<file path="src/rtl/conv_pkg.sv">
// rtl/conv_pkg.sv - shared widths, writer FSM states and the requantize/saturate function
package conv_pkg;

    localparam int ACC_W = 32;
    localparam int PIX_W = 8;

    typedef enum logic [1:0] {
        WR_IDLE = 2'd0,
        WR_RUN  = 2'd1,
        WR_DONE = 2'd2
    } wr_state_t;

    typedef struct packed {
        logic [PIX_W-1:0] pix;
        logic             clamp;
    } requant_t;

    // ReLU zeroing is not a clamp; with relu off, negatives are clamps of the unsigned range.
    function automatic requant_t requant_sat(input logic signed [ACC_W-1:0] acc,
                                             input logic [4:0]              shift,
                                             input logic                    relu);
        logic signed [ACC_W-1:0] v;
        requant_t                r;
        v       = acc >>> shift;
        r.pix   = '0;
        r.clamp = 1'b0;
        if (v < 0) begin
            r.clamp = ~relu;
        end else if (v > 255) begin
            r.pix   = '1;
            r.clamp = 1'b1;
        end else begin
            r.pix = v[PIX_W-1:0];
        end
        return r;
    endfunction

endpackage

</file>
<file path="src/rtl/conv_result_writer_if.sv">
// rtl/conv_result_writer_if.sv - accumulator input stream plus image-memory write port
interface conv_result_writer_if #(
    parameter int ADDR_W = 8
);
    logic                      start;
    logic [ADDR_W-1:0]         base;
    logic                      in_valid;
    logic [conv_pkg::ACC_W-1:0] in_data;
    logic                      in_ready;
    logic                      wr_en;
    logic [ADDR_W-1:0]         wr_addr;
    logic [conv_pkg::PIX_W-1:0] wr_data;
    logic                      busy;
    logic                      done;
    logic [15:0]               sat_cnt;

    modport master (
        output start, base, in_valid, in_data,
        input  in_ready, wr_en, wr_addr, wr_data, busy, done, sat_cnt
    );

    modport slave (
        input  start, base, in_valid, in_data,
        output in_ready, wr_en, wr_addr, wr_data, busy, done, sat_cnt
    );
endinterface

</file>
<file path="src/rtl/requant_sat_unit.sv">
// rtl/requant_sat_unit.sv - combinational wrapper around requant_sat
module requant_sat_unit
    import conv_pkg::*;
#(
    parameter int SHIFT = 0,
    parameter int RELU  = 1
) (
    input  logic [ACC_W-1:0] acc_i,
    output logic [PIX_W-1:0] pix_o,
    output logic             clamp_o
);
    requant_t r;

    always_comb begin
        r       = requant_sat($signed(acc_i), 5'(SHIFT), 1'(RELU));
        pix_o   = r.pix;
        clamp_o = r.clamp;
    end
endmodule

</file>
<file path="src/rtl/conv_result_writer.sv">
// rtl/conv_result_writer.sv - requantizes a PE accumulator stream and rasters it into image memory
module conv_result_writer
    import conv_pkg::*;
#(
    parameter int ROWS   = 13,
    parameter int COLS   = 13,
    parameter int ADDR_W = 8,
    parameter int PITCH  = 13,
    parameter int SHIFT  = 0,
    parameter int RELU   = 1
) (
    input  logic                 clk,
    input  logic                 rst,
    conv_result_writer_if.slave  bus
);
    localparam int RW = (ROWS > 1) ? $clog2(ROWS) : 1;
    localparam int CW = (COLS > 1) ? $clog2(COLS) : 1;

    wr_state_t         state_q, state_d;
    logic [RW-1:0]     row_q;
    logic [CW-1:0]     col_q;
    logic [ADDR_W-1:0] row_start_q;
    logic [15:0]       sat_cnt_q;
    logic              wr_en_q;
    logic [ADDR_W-1:0] wr_addr_q;
    logic [PIX_W-1:0]  wr_data_q;
    logic              done_q;

    logic              hs;
    logic              last_col;
    logic              last_pix;
    logic [PIX_W-1:0]  rq_pix;
    logic              rq_clamp;

    requant_sat_unit #(.SHIFT(SHIFT), .RELU(RELU)) u_requant (
        .acc_i   (bus.in_data),
        .pix_o   (rq_pix),
        .clamp_o (rq_clamp)
    );

    assign hs       = bus.in_valid && (state_q == WR_RUN);
    assign last_col = (col_q == CW'(COLS - 1));
    assign last_pix = last_col && (row_q == RW'(ROWS - 1));

    always_ff @(posedge clk or posedge rst) begin
        if (rst) state_q <= WR_IDLE;
        else     state_q <= state_d;
    end

    always_comb begin
        state_d = state_q;
        case (state_q)
            WR_IDLE: if (bus.start)        state_d = WR_RUN;
            WR_RUN:  if (hs && last_pix)   state_d = WR_DONE;
            WR_DONE:                       state_d = WR_IDLE;
            default:                       state_d = WR_IDLE;
        endcase
    end

    always_comb begin
        bus.in_ready = (state_q == WR_RUN);
        bus.busy     = (state_q != WR_IDLE);
    end

    // Row-start register plus column offset replaces r*PITCH+c.
    always_ff @(posedge clk or posedge rst) begin
        if (rst) begin
            row_q       <= '0;
            col_q       <= '0;
            row_start_q <= '0;
            sat_cnt_q   <= '0;
            wr_en_q     <= 1'b0;
            wr_addr_q   <= '0;
            wr_data_q   <= '0;
            done_q      <= 1'b0;
        end else begin
            wr_en_q <= 1'b0;
            done_q  <= 1'b0;
            if (state_q == WR_IDLE && bus.start) begin
                row_start_q <= bus.base;
                row_q       <= '0;
                col_q       <= '0;
                sat_cnt_q   <= '0;
            end
            if (hs) begin
                wr_en_q   <= 1'b1;
                wr_addr_q <= row_start_q + ADDR_W'(col_q);
                wr_data_q <= rq_pix;
                done_q    <= last_pix;
                if (rq_clamp && sat_cnt_q != 16'hFFFF) sat_cnt_q <= sat_cnt_q + 16'd1;
                if (last_col) begin
                    col_q       <= '0;
                    row_q       <= row_q + RW'(1);
                    row_start_q <= row_start_q + ADDR_W'(PITCH);
                end else begin
                    col_q <= col_q + CW'(1);
                end
            end
        end
    end

    assign bus.wr_en   = wr_en_q;
    assign bus.wr_addr = wr_addr_q;
    assign bus.wr_data = wr_data_q;
    assign bus.done    = done_q;
    assign bus.sat_cnt = sat_cnt_q;
endmodule

</file>
<file path="src/flat_wrapper.sv">
// flat-port wrapper written by rule: the top's interface ports become plain ports
module conv_result_writer_flat import conv_pkg::*;
#(
    parameter int ROWS   = 13,
    parameter int COLS   = 13,
    parameter int ADDR_W = 8,
    parameter int PITCH  = 13,
    parameter int SHIFT  = 0,
    parameter int RELU   = 1
)
  (clk, rst, bus_start, bus_base, bus_in_valid, bus_in_data, bus_in_ready, bus_wr_en, bus_wr_addr, bus_wr_data, bus_busy, bus_done, bus_sat_cnt);
  conv_result_writer_if #(.ADDR_W(ADDR_W)) bus_i ();
  input  logic clk;
  input  logic rst;
  input wire logic [$bits(bus_i.start)-1:0] bus_start;
  input wire logic [$bits(bus_i.base)-1:0] bus_base;
  input wire logic [$bits(bus_i.in_valid)-1:0] bus_in_valid;
  input wire logic [$bits(bus_i.in_data)-1:0] bus_in_data;
  output wire logic [$bits(bus_i.in_ready)-1:0] bus_in_ready;
  output wire logic [$bits(bus_i.wr_en)-1:0] bus_wr_en;
  output wire logic [$bits(bus_i.wr_addr)-1:0] bus_wr_addr;
  output wire logic [$bits(bus_i.wr_data)-1:0] bus_wr_data;
  output wire logic [$bits(bus_i.busy)-1:0] bus_busy;
  output wire logic [$bits(bus_i.done)-1:0] bus_done;
  output wire logic [$bits(bus_i.sat_cnt)-1:0] bus_sat_cnt;
  assign bus_i.start = bus_start;
  assign bus_i.base = bus_base;
  assign bus_i.in_valid = bus_in_valid;
  assign bus_i.in_data = bus_in_data;
  assign bus_in_ready = bus_i.in_ready;
  assign bus_wr_en = bus_i.wr_en;
  assign bus_wr_addr = bus_i.wr_addr;
  assign bus_wr_data = bus_i.wr_data;
  assign bus_busy = bus_i.busy;
  assign bus_done = bus_i.done;
  assign bus_sat_cnt = bus_i.sat_cnt;
  conv_result_writer #(.ROWS(ROWS), .COLS(COLS), .ADDR_W(ADDR_W), .PITCH(PITCH), .SHIFT(SHIFT), .RELU(RELU)) u_core (.clk(clk), .rst(rst), .bus(bus_i));
endmodule
</file>
<file path="config.mk">
export PLATFORM = sky130hd
export DESIGN_NAME = conv_result_writer_flat
export DESIGN_NICKNAME = d
export VERILOG_FILES = /design/src/rtl/conv_pkg.sv /design/src/rtl/conv_result_writer_if.sv /design/src/rtl/requant_sat_unit.sv /design/src/rtl/conv_result_writer.sv /design/src/flat_wrapper.sv
export SDC_FILE = /design/constraint.sdc
export NUM_CORES = 1
export LEC_CHECK = 0
export ABC_AREA = 1
export BUFFER_PORTS_ARGS = -buffer_cell sky130_fd_sc_hd__buf_2
export CORE_UTILIZATION = 38
export DETAILED_ROUTE_END_ITERATION = 16
export GPL_ROUTABILITY_DRIVEN = 0
export PLACE_DENSITY = 0.69
export SLEW_MARGIN = 20
export SYNTH_ARGS = -nofsm -noshare
export SYNTH_HDL_FRONTEND = slang
export SYNTH_SLANG_ARGS = --single-unit
</file>
<file path="constraint.sdc">
create_clock -name clk -period 4.5 [get_ports clk]
set_input_delay 0.675 -clock clk [delete_from_list [all_inputs] [get_ports clk]]
set_output_delay 0.675 -clock clk [all_outputs]
set_load 0.03 [all_outputs]
</file>
Word-level counts from Yosys, hierarchy flattened:

Index checks and enable logic that the tools add are counted.

* flip-flop bits (word level): 52
* input bits: 44
* output and inout port bits: 36
* word-level logic and storage cells: 52

* $add $sub $neg: 5
* $lt $le $gt $ge: 2
* equality and inequality tests: 6
* multiplexer cells: 21
* reduce and logical (&&, ||, !) cells: 9

Operator list (number)
* two-way mux 16 bit: 3
* two-way mux 8 bit: 5
* > comparator 32 x 9 -> 1 bit, second input constant: 1
* less-than comparator 32 x 1 -> 1 bit, second input constant: 1
* two-way mux 4 bit: 6
* adder 16 x 1 -> 16 bit, second input constant: 1
* inequality test 16 bit, second input constant: 1
* adder 4 x 1 -> 4 bit, second input constant: 2
* adder 8 x 4 -> 8 bit: 1
* adder 8 x 4 -> 8 bit, second input constant: 1
* == test 4 bit, second input constant: 2
* logical AND 1 bit: 5
* two-way mux 1 bit: 4
* two-way mux 2 bit: 2
* case mux 2 bit (2 select lines): 1
* nonzero test 2 bit: 2
* == test 2 x 1 -> 1 bit, second input constant: 1
* zero test 2 bit: 1
* inequality test 2 x 1 -> 1 bit, second input constant: 1
* inequality test 2 bit, second input constant: 1
* AND reduction 2 bit: 1

Depth between registers and ports, before layout:

Gate-level depths: netlist of the first run.

* depth after elaboration: 6
* mapped depth: 10
* gate-level depth less buffers: 10

Cells and area by module:

A second synthesis of the first run with hierarchy kept.

* cells, all modules: 440
* area total of the unflattened synthesis: 3164.3 sq um

Modules (own cells, without submodules)
* conv_result_writer: times used 1, cells each 398, area an instance 2987.9 sq um, seq. area each 1301.2 sq um
* requant_sat_unit: times used 1, cells each 42, area an instance 176.4 sq um, seq. area each 0.0 sq um

Worst setup path after synthesis of the first run:

OpenSTA, ideal clock, no wires.

* path type: register to register
* start: reg u_core.sat_cnt_q[0], in the netlist u_core.bus.sat_cnt[0]
* end: reg u_core.sat_cnt_q[4], in the netlist u_core.bus.sat_cnt[4]
* setup time: 0.123 ns
* arrival: 1.611 ns
* data required time: 4.377 ns
* setup slack: 2.766 ns
* cell stages (with the launch flop): 10
* path buffers: 1
* clock period less this slack: 1.734 ns
* cell sequence: dfrtp_1 ha_1 nand3_2 nor3_4 nand2_2 nand4_2 buf_2 nor2_1 nand2_1 nand2_1

* word-level cells in the longest chain between the ends: 4
* elaborated cells between the ends (all ways): 5
* those cells by class: add/sub: 1; eq/ne: 1; mux: 2; reduce/logical: 1

RTL lines
* start: declaration: RTL line conv_result_writer.sv:23 `logic [15:0] sat_cnt_q;`
* start signal: assignment: RTL line conv_result_writer.sv:90 `if (rq_clamp && sat_cnt_q != 16'hFFFF) sat_cnt_q <= sat_cnt_q + 16'd1;`
* parallel branches: the longest is 2 deep, another holds adder 16 x 1 -> 16 bit
* two-way mux 16 bit *: RTL line conv_result_writer.sv:90
* two-way mux 16 bit *: RTL line conv_result_writer.sv:85 `if (hs) begin`

Every way passes the cells marked *.
A chain may end at the register's enable or synchronous reset.

Worst setup path after layout of the first run:

* start: reg u_core.state_q[1]
* end: reg u_core.sat_cnt_q[4], in the netlist u_core.bus.sat_cnt[4]

* elaborated cells between the ends (all ways): 7
* those cells by class: eq/ne: 1; mux: 3; reduce/logical: 3

RTL lines
* start: declaration: RTL line conv_result_writer.sv:19 `wr_state_t state_q, state_d;`
* start signal: assignment: RTL line conv_result_writer.sv:47 `else state_q <= state_d;`
* == test 2 x 1 -> 1 bit: RTL line conv_result_writer.sv:41 `assign hs = bus.in_valid && (state_q == WR_RUN);`
* logical AND 1 bit: RTL line conv_result_writer.sv:41
* net u_core.hs: RTL line conv_result_writer.sv:29 `logic hs;`
* two-way mux 16 bit: RTL line conv_result_writer.sv:85

The timed path passes the listed nets, and every way through them passes these cells.

==> metrics.md, run 1 <==
| Metric | Value |
|---|---|
| Final Setup Violations | 0 |
| Status | completed |
| Comb pwr share | 0.379 |
| Routed length per instance | between 10 and 15 microns |
| CTS clk-pin slew, worst paths | 90 ps |
| Synth area leader | dfrtp_1 |
| CTS H-tree lvls | 2 |
| Number of vias per cell | about 4.8 |
| Syn Std Cell Area | slightly below 0.003 sq mm |
| Worst stage delay on the critical path | about 600 ps |
| Crit path kind | reg -> reg |
| Final min period | 2390 ps |
| Input/output buffers | just under 80 |
| Required @ worst endpoint | ~4700 ps |
| Synth Instances | roughly 390 |
| Netlist cell types | 34 |
| Placed Cells incl. Taps | 563 |
| Fin. max-slew vios | 0 |
| Clk_lat worst skew | approximately 310 ps |
| Register area share after synthesis | 0.438 |
| CTS tree | built |
| Leak pwr | roughly 0.0019 uW |
| Peak VDD IR | 0.000206 V |
| # DRC | 0 |
| Inserted Clock Buffers | 5 |
| Post_cts resized | 0 |
| Arr. time, crit path | about 2600 ps |
| Setup repair after global routing missed its margin | false |
| #FFs+latches synth | 52 |
| Synth Flop Type | dfrtp_1 |
| First-pass GRT wire length | 12,200 microns |
| Die Area | 0.00818 sq mm |
| Top cell type's share of synthesized area | 0.438 |
| Synth cell count leaders | nand2_1, nor2_1, dfrtp_1 |
| Synth warn | 0 |
| Hold-fix buffers, CTS | 0 |
| Dominant cells by area after synthesis | dfrtp_1, nand2_1, nor2_1, o21ai_0, inv_1 |
| Core Area | 0.00741 sq mm |
| CP Launch Type | flop |
| First drt pass iteration count | 4 |
| CP Capture Type | flop |
| Initial Util | 0.401 |
| Synthesized area per cell | approximately 7.5 sq um |
| Iteration-0 DRC Markers | about 150 |
| Post-route insts no fill | ~570 |
| Vias in the first global route | about 2,700 |
| Nets | 526 |
| Max Cap Viol | 0 |
| Share of cells above drive strength 1 | 0.221 |
| DR vias | around 2,700 |
| Int Pwr | 978 uW |
| CP Max Fanout | 32 |
| NetSw | about 660 uW |
| Die Width | just over 90 microns |
| Area growth syn-to-layout | 19.1% |
| Tcrit/Tclk final | 0.532 |
| Number of cell rows | 31 |
| Routed Antenna Nets | 0 |
| Pin count of the biggest net entering global routing | between 50 and 60 |
| Remaining Overflow, GRT | 0 |
| Final wirelength | about 6900 microns |
| I/O pins | 80 |
| Placed Area | about 0.0034 sq mm |
| Total GRT Usage | 0.181 |
| Clock sinks | between 50 and 60 |
| Floorplan die height | ~90 microns |
| Most frequent cell after synthesis | nand2_1 |
| Hold Violations, Final | 0 |
| Mapped Nets | ~450 |
| Post-route cell area | ~0.0035 sq mm |
| Final Skew | around 10 ps |
| Worst-margin pin slew | 719 ps |
| Fin Setup TNS | 0 ps |
| Diode count | 0 |
| Number of synthesized flops with an enable pin | 0 |
| Bufs on Longest Clock Path | 2 |
| Async set-reset flop share out of synthesis | 1.00 |
| Fillers | ~770 |
| Clock root buffer | clkbuf_8 |
| Seq pwr share | 0.433 |
| Post-DP HPWL | about 5100 microns |
| Slew margin rel. | 0.520 |
| Critical path's slowest cell | nand4_2 |
| Min-Delay Path Class | in -> async |
| # Post-CTS Setup Buffers | 0 |
| Power Density | around 460 mW/mm^2 |
| Initial antenna violation count | 0 |
| Crit-path cells | nor2_2 -> nand2_2 -> inv_2 -> nand4_2 -> o21ai_0 -> nand2_1 |
| Achievable Freq | between 400 and 500 MHz |
| Switching share of power | 0.402 |
| Clk pwr share | 0.188 |
==> layer usage <==
| metal | track usage | vias up | share of wire |
|---|---|---|---|
| met5 | 0 | - | 0 |
| met4 | 0.0457 | 0 | 0.015 |
| met3 | 0.0379 | 8 | 0.051 |
| met1 | 0.221 | 1240 | 0.47 |
| li1 | - | 1411 | - |
| met2 | 0.323 | 73 | 0.46 |
==> sequential cells by signal (all words and copies together), names as in the netlist <==
name and count:
u_core.row_q 4, u_core.bus.wr_addr 8, u_core.bus.done 1, u_core.col_q 4, u_core.bus.wr_en 1, u_core.row_start_q 8, u_core.bus.wr_data 8, u_core.state_q 2
u_core.bus.sat_cnt 16
==> critical path: cells and delay by family (launching register included) <==
family | cells | cell delay (ps)
buffers and inverters | 1 | 300
AND/OR/NAND/NOR | 4 | 1180
AO/OA/AOI/OAI | 1 | 380
flip-flops | 1 | 410
==> placed cells by master (no fill, tap or decap), types with 6 or more instances in the layout <==
cell type,count
ha_1,10
o21ai_0,28
xor2_1,8
inv_1,34
nand3_1,18
dfrtp_1,52
buf_2,79
nor2_1,61
a21oi_1,7
nand4_1,6
nand2_1,115
==> cell type report <==
type | count | area [sq um] | share of cell area
Clock buffer | 5 | 68.8 | 0.0194
Clock inverter | 1 | 30.0 | 0.00848
Inverter | 37 | 141 | 0.0399
Multi-Input combinational cell | 296 | 1480 | 0.418
Sequential cell | 52 | 1300 | 0.367
Tap cell | 99 | 124 | 0.0350
Timing Repair Buffer | 79 | 395 | 0.112
==> power groups by stage <==
| stage | Combinational, uW | Sequential, uW | Clock, uW |
|---|---|---|---|
| finish | 620 | 708 | 308 |
| CTS | 627 | 708 | 316 |
| detailed placement | 624 | 717 | 0 |
| floorplan | 374 | 785 | 0 |
| global route | 711 | 725 | 333 |
| global placement | 607 | 710 | 0 |
==> through the flow <==
stage / hold slack [ps] / utilization / setup WS [ps] / power (uW)
floorplan: 446 / - / 2570 / 1160
global placement: 464 / 0.464 / 1990 / 1320
detailed placement: 460 / 0.465 / 1900 / 1340
CTS: 490 / 0.478 / 2100 / 1650
global route: 510 / 0.478 / 1780 / 1770
finish: 455 / 0.478 / 2110 / 1640
==> cells by family after synthesis <==
family / count (synthesis) / share of synthesized area
XOR/XNOR: 10 / 0.0295
buffers and inverters: 46 / 0.0644
adder cells (fa/ha/maj): 11 / 0.0488
AO/OA/AOI/OAI: 53 / 0.101
AND/OR/NAND/NOR: 221 / 0.316
multiplexers: 1 / 0.00337
flip-flops: 52 / 0.438
==> worst paths after layout <==
check	slack, ps	startpoint	depth (start not counted)	end
worst max-delay path	2110	u_core.state_q[1]$_DFFE_PP0P_	6	u_core.bus.sat_cnt[4]$_DFF_PP0_
max in group asynchronous	3590	rst	2	u_core.bus.wr_data[7]$_DFFE_PP0P_
worst min register to register	490	u_core.bus.wr_data[1]$_DFFE_PP0P_	2	u_core.bus.wr_data[1]$_DFFE_PP0P_
worst max register to register	2110	u_core.state_q[1]$_DFFE_PP0P_	6	u_core.bus.sat_cnt[4]$_DFF_PP0_
min in group clk	490	u_core.bus.wr_data[1]$_DFFE_PP0P_	2	u_core.bus.wr_data[1]$_DFFE_PP0P_
worst min-delay path	460	rst	2	u_core.bus.sat_cnt[11]$_DFF_PP0_
Note: power is estimated with default switching activity, not from simulation.
==> inputs of run 2 (changes only) <==
Settings changed: PLACE_DENSITY 0.69 to 0.71.
Clock period 4.5 ns to 1.95 ns, I/O delays scaled along.
==> run 2 against run 1 <==
Sequential power rose by 130%. Design area up 1.9%. Largest cell class unchanged. First-iteration DRC count is 4.1% higher. Worst setup slack worse by 1900 ps. Final cell count rose by 1.6%. Register-to-register slack worse by 1900 ps. Hold slack got worse by 450 ps. Critical endpoint is now u_core.bus.wr_addr[6]$_DFFE_PP0P_. Utilization up 0.90 points. Clock-buffer cell count grew 3. Clock skew fell by 2.3 ps. Combinational power rose by 140%. Highest routed layer unchanged. Critical path type unchanged. Power increased by 130%.
==> metrics.md, run 2 (same netlist as run 1, synthesis figures left out) <==
| Metric | Value |
|---|---|
| Placed Area | approximately 0.0035 sq mm |
| Final wirelength | around 7000 microns |
| Clock root buffer | clkbuf_8 |
| Routed Antenna Nets | 0 |
| Bufs on Longest Clock Path | 2 |
| Initial antenna violation count | 0 |
| Remaining Overflow, GRT | 0 |
| R2r endpoint | u_core.bus.wr_addr[6]$_DFFE_PP0P_ |
| Diode count | 0 |
| Initial Util | 0.401 |
| Clk_lat worst skew | just over 300 ps |
| Cells on worst reg2reg path | 7 |
| Achievable Freq | ~570 MHz |
| Most frequent cells in the layout | nand2_1, buf_2, nor2_1 |
| Max Cap Viol | 0 |
| Setup repair after global routing missed its margin | false |
| Fin. max-slew vios | 0 |
| Max reg flops | 16 |
| CTS clk-pin slew, worst paths | 90 ps |
| Register area | around 0.0013 sq mm |
| DR vias | 2,790 |
| Final Skew | just under 8 ps |
| Leak pwr | around 0.0019 uW |
| Inserted Clock Buffers | 5 |
| Floorplan die height | about 90 microns |
| Tcrit/Tclk final | 0.901 |
| Hold Violations, Final | 0 |
| First drt pass iteration count | 4 |
| Worst hold slack | between 8 and 9 ps |
| Number of cell rows | 31 |
| Min-Delay Path Class | in -> async |
| Die Width | between 90 and 100 microns |
| Routed length per instance | 12.1 microns |
| Post_cts resized | 0 |
| Worst reg-to-reg setup slack | just under 200 ps |
| Input/output buffers | slightly below 80 |
| First-pass GRT wire length | ~12,000 microns |
| Power Density | between 1000 and 1500 mW/mm^2 |
| Status | completed |
| Slew margin rel. | 0.677 |
| Arr. time, crit path | just under 2000 ps |
| CP Launch Type | flop |
| Required @ worst endpoint | 2180 ps |
| Area growth syn-to-layout | 21.3% |
| # Post-CTS Setup Buffers | 0 |
| Total GRT Usage | 0.185 |
| Crit path kind | reg -> reg |
| Die Area | 0.00818 sq mm |
| R2r startpoint | u_core.col_q[0]$_DFFE_PP0P_ |
| Area of the multi-input gates | between 0.001 and 0.0015 sq mm |
| Iteration-0 DRC Markers | between 150 and 200 |
| Share of cells above drive strength 1 | 0.232 |
| Number of vias per cell | 4.83 |
| Final min period | roughly 1800 ps |
| CP Capture Type | flop |
| Post-route cell area | 0.00361 sq mm |
| Hold-fix buffers, CTS | 0 |
| Nets | 533 |
| Post-DP HPWL | between 5000 and 6000 microns |
| Pin count of the biggest net entering global routing | 53 |
| Final Setup Violations | 0 |
| Peak VDD IR | about 0.0004 V |
| Fillers | around 700 |
| Clock sinks | between 50 and 60 |
| # DRC | 0 |
| Core Area | about 0.0074 sq mm |
| Most common cell after layout, fill and taps aside | nand2_1 |
| Vias in the first global route | approximately 2,700 |
| CP Max Fanout | 4 |
| CTS H-tree lvls | 2 |
| Fin Setup TNS | 0 ps |
| CTS tree | built |
| I/O pins | 80 |
| Worst-margin pin slew | roughly 480 ps |
==> run 2: layout make-up <==
| cell class | instances | share of cell area |
|---|---|---|
| clock buffer | 8 | 0.0250 |
| inverter | 37 | 0.0385 |
| multi-input combinational | 296 | 0.410 |
| sequential | 52 | 0.361 |
| tap | 99 | 0.0343 |
| timing repair buffer | 86 | 0.131 |
==> run 2: through the flow <==
stage	total power, uW	worst slack, ps	std cells	util
final	3730	193	578	0.487
after global routing	4050	7.16	578	0.487
after CTS	3750	109	578	0.487
after detailed placement	3090	131	570	0.475
after global placement	3040	197	570	0.475
after floorplan	2670	216	394	-
==> run 2: how the worst max path moves through the flow <==
stage	startpoint	slack [ps]	to
final	u_core.col_q[0]$_DFFE_PP0P_	190	u_core.bus.wr_addr[6]$_DFFE_PP0P_
after global routing	u_core.col_q[0]$_DFFE_PP0P_	7	u_core.bus.wr_addr[6]$_DFFE_PP0P_
after CTS	u_core.col_q[0]$_DFFE_PP0P_	110	u_core.bus.wr_addr[6]$_DFFE_PP0P_
after floorplan	u_core.bus.sat_cnt[0]$_DFF_PP0_	220	u_core.bus.sat_cnt[4]$_DFF_PP0_
after detailed placement	u_core.col_q[0]$_DFFE_PP0P_	130	u_core.bus.wr_addr[6]$_DFFE_PP0P_
after global placement	u_core.row_start_q[0]$_DFF_PP0_	200	u_core.bus.wr_addr[6]$_DFFE_PP0P_
==> run 2: critical path, stage by stage (launching register included) <==
cell and delay [ps]:
dfrtp_1 410, ha_1 190, inv_1 50, fa_1 410, o21ai_1 230, nand3_1 110
xor2_1 150, o21ai_0 140
==> run 2: report_power, final <==
part / switching, uW / total, uW / internal, uW / leakage [uW]
clock: 351 / 642 / 291 / 0.0000455
sequential: 265 / 1610 / 1350 / 0.000657
combinational: 912 / 1480 / 563 / 0.00121
total: 1530 / 3730 / 2200 / 0.00191
==> run 2: metal layers <==
layer / part of all wire / track usage / up-vias
li1: - / - / 1427
met4: 0.014 / 0.0497 / 0
met3: 0.051 / 0.0387 / 9
met5: 0 / 0 / -
met1: 0.46 / 0.238 / 1274
met2: 0.47 / 0.314 / 80
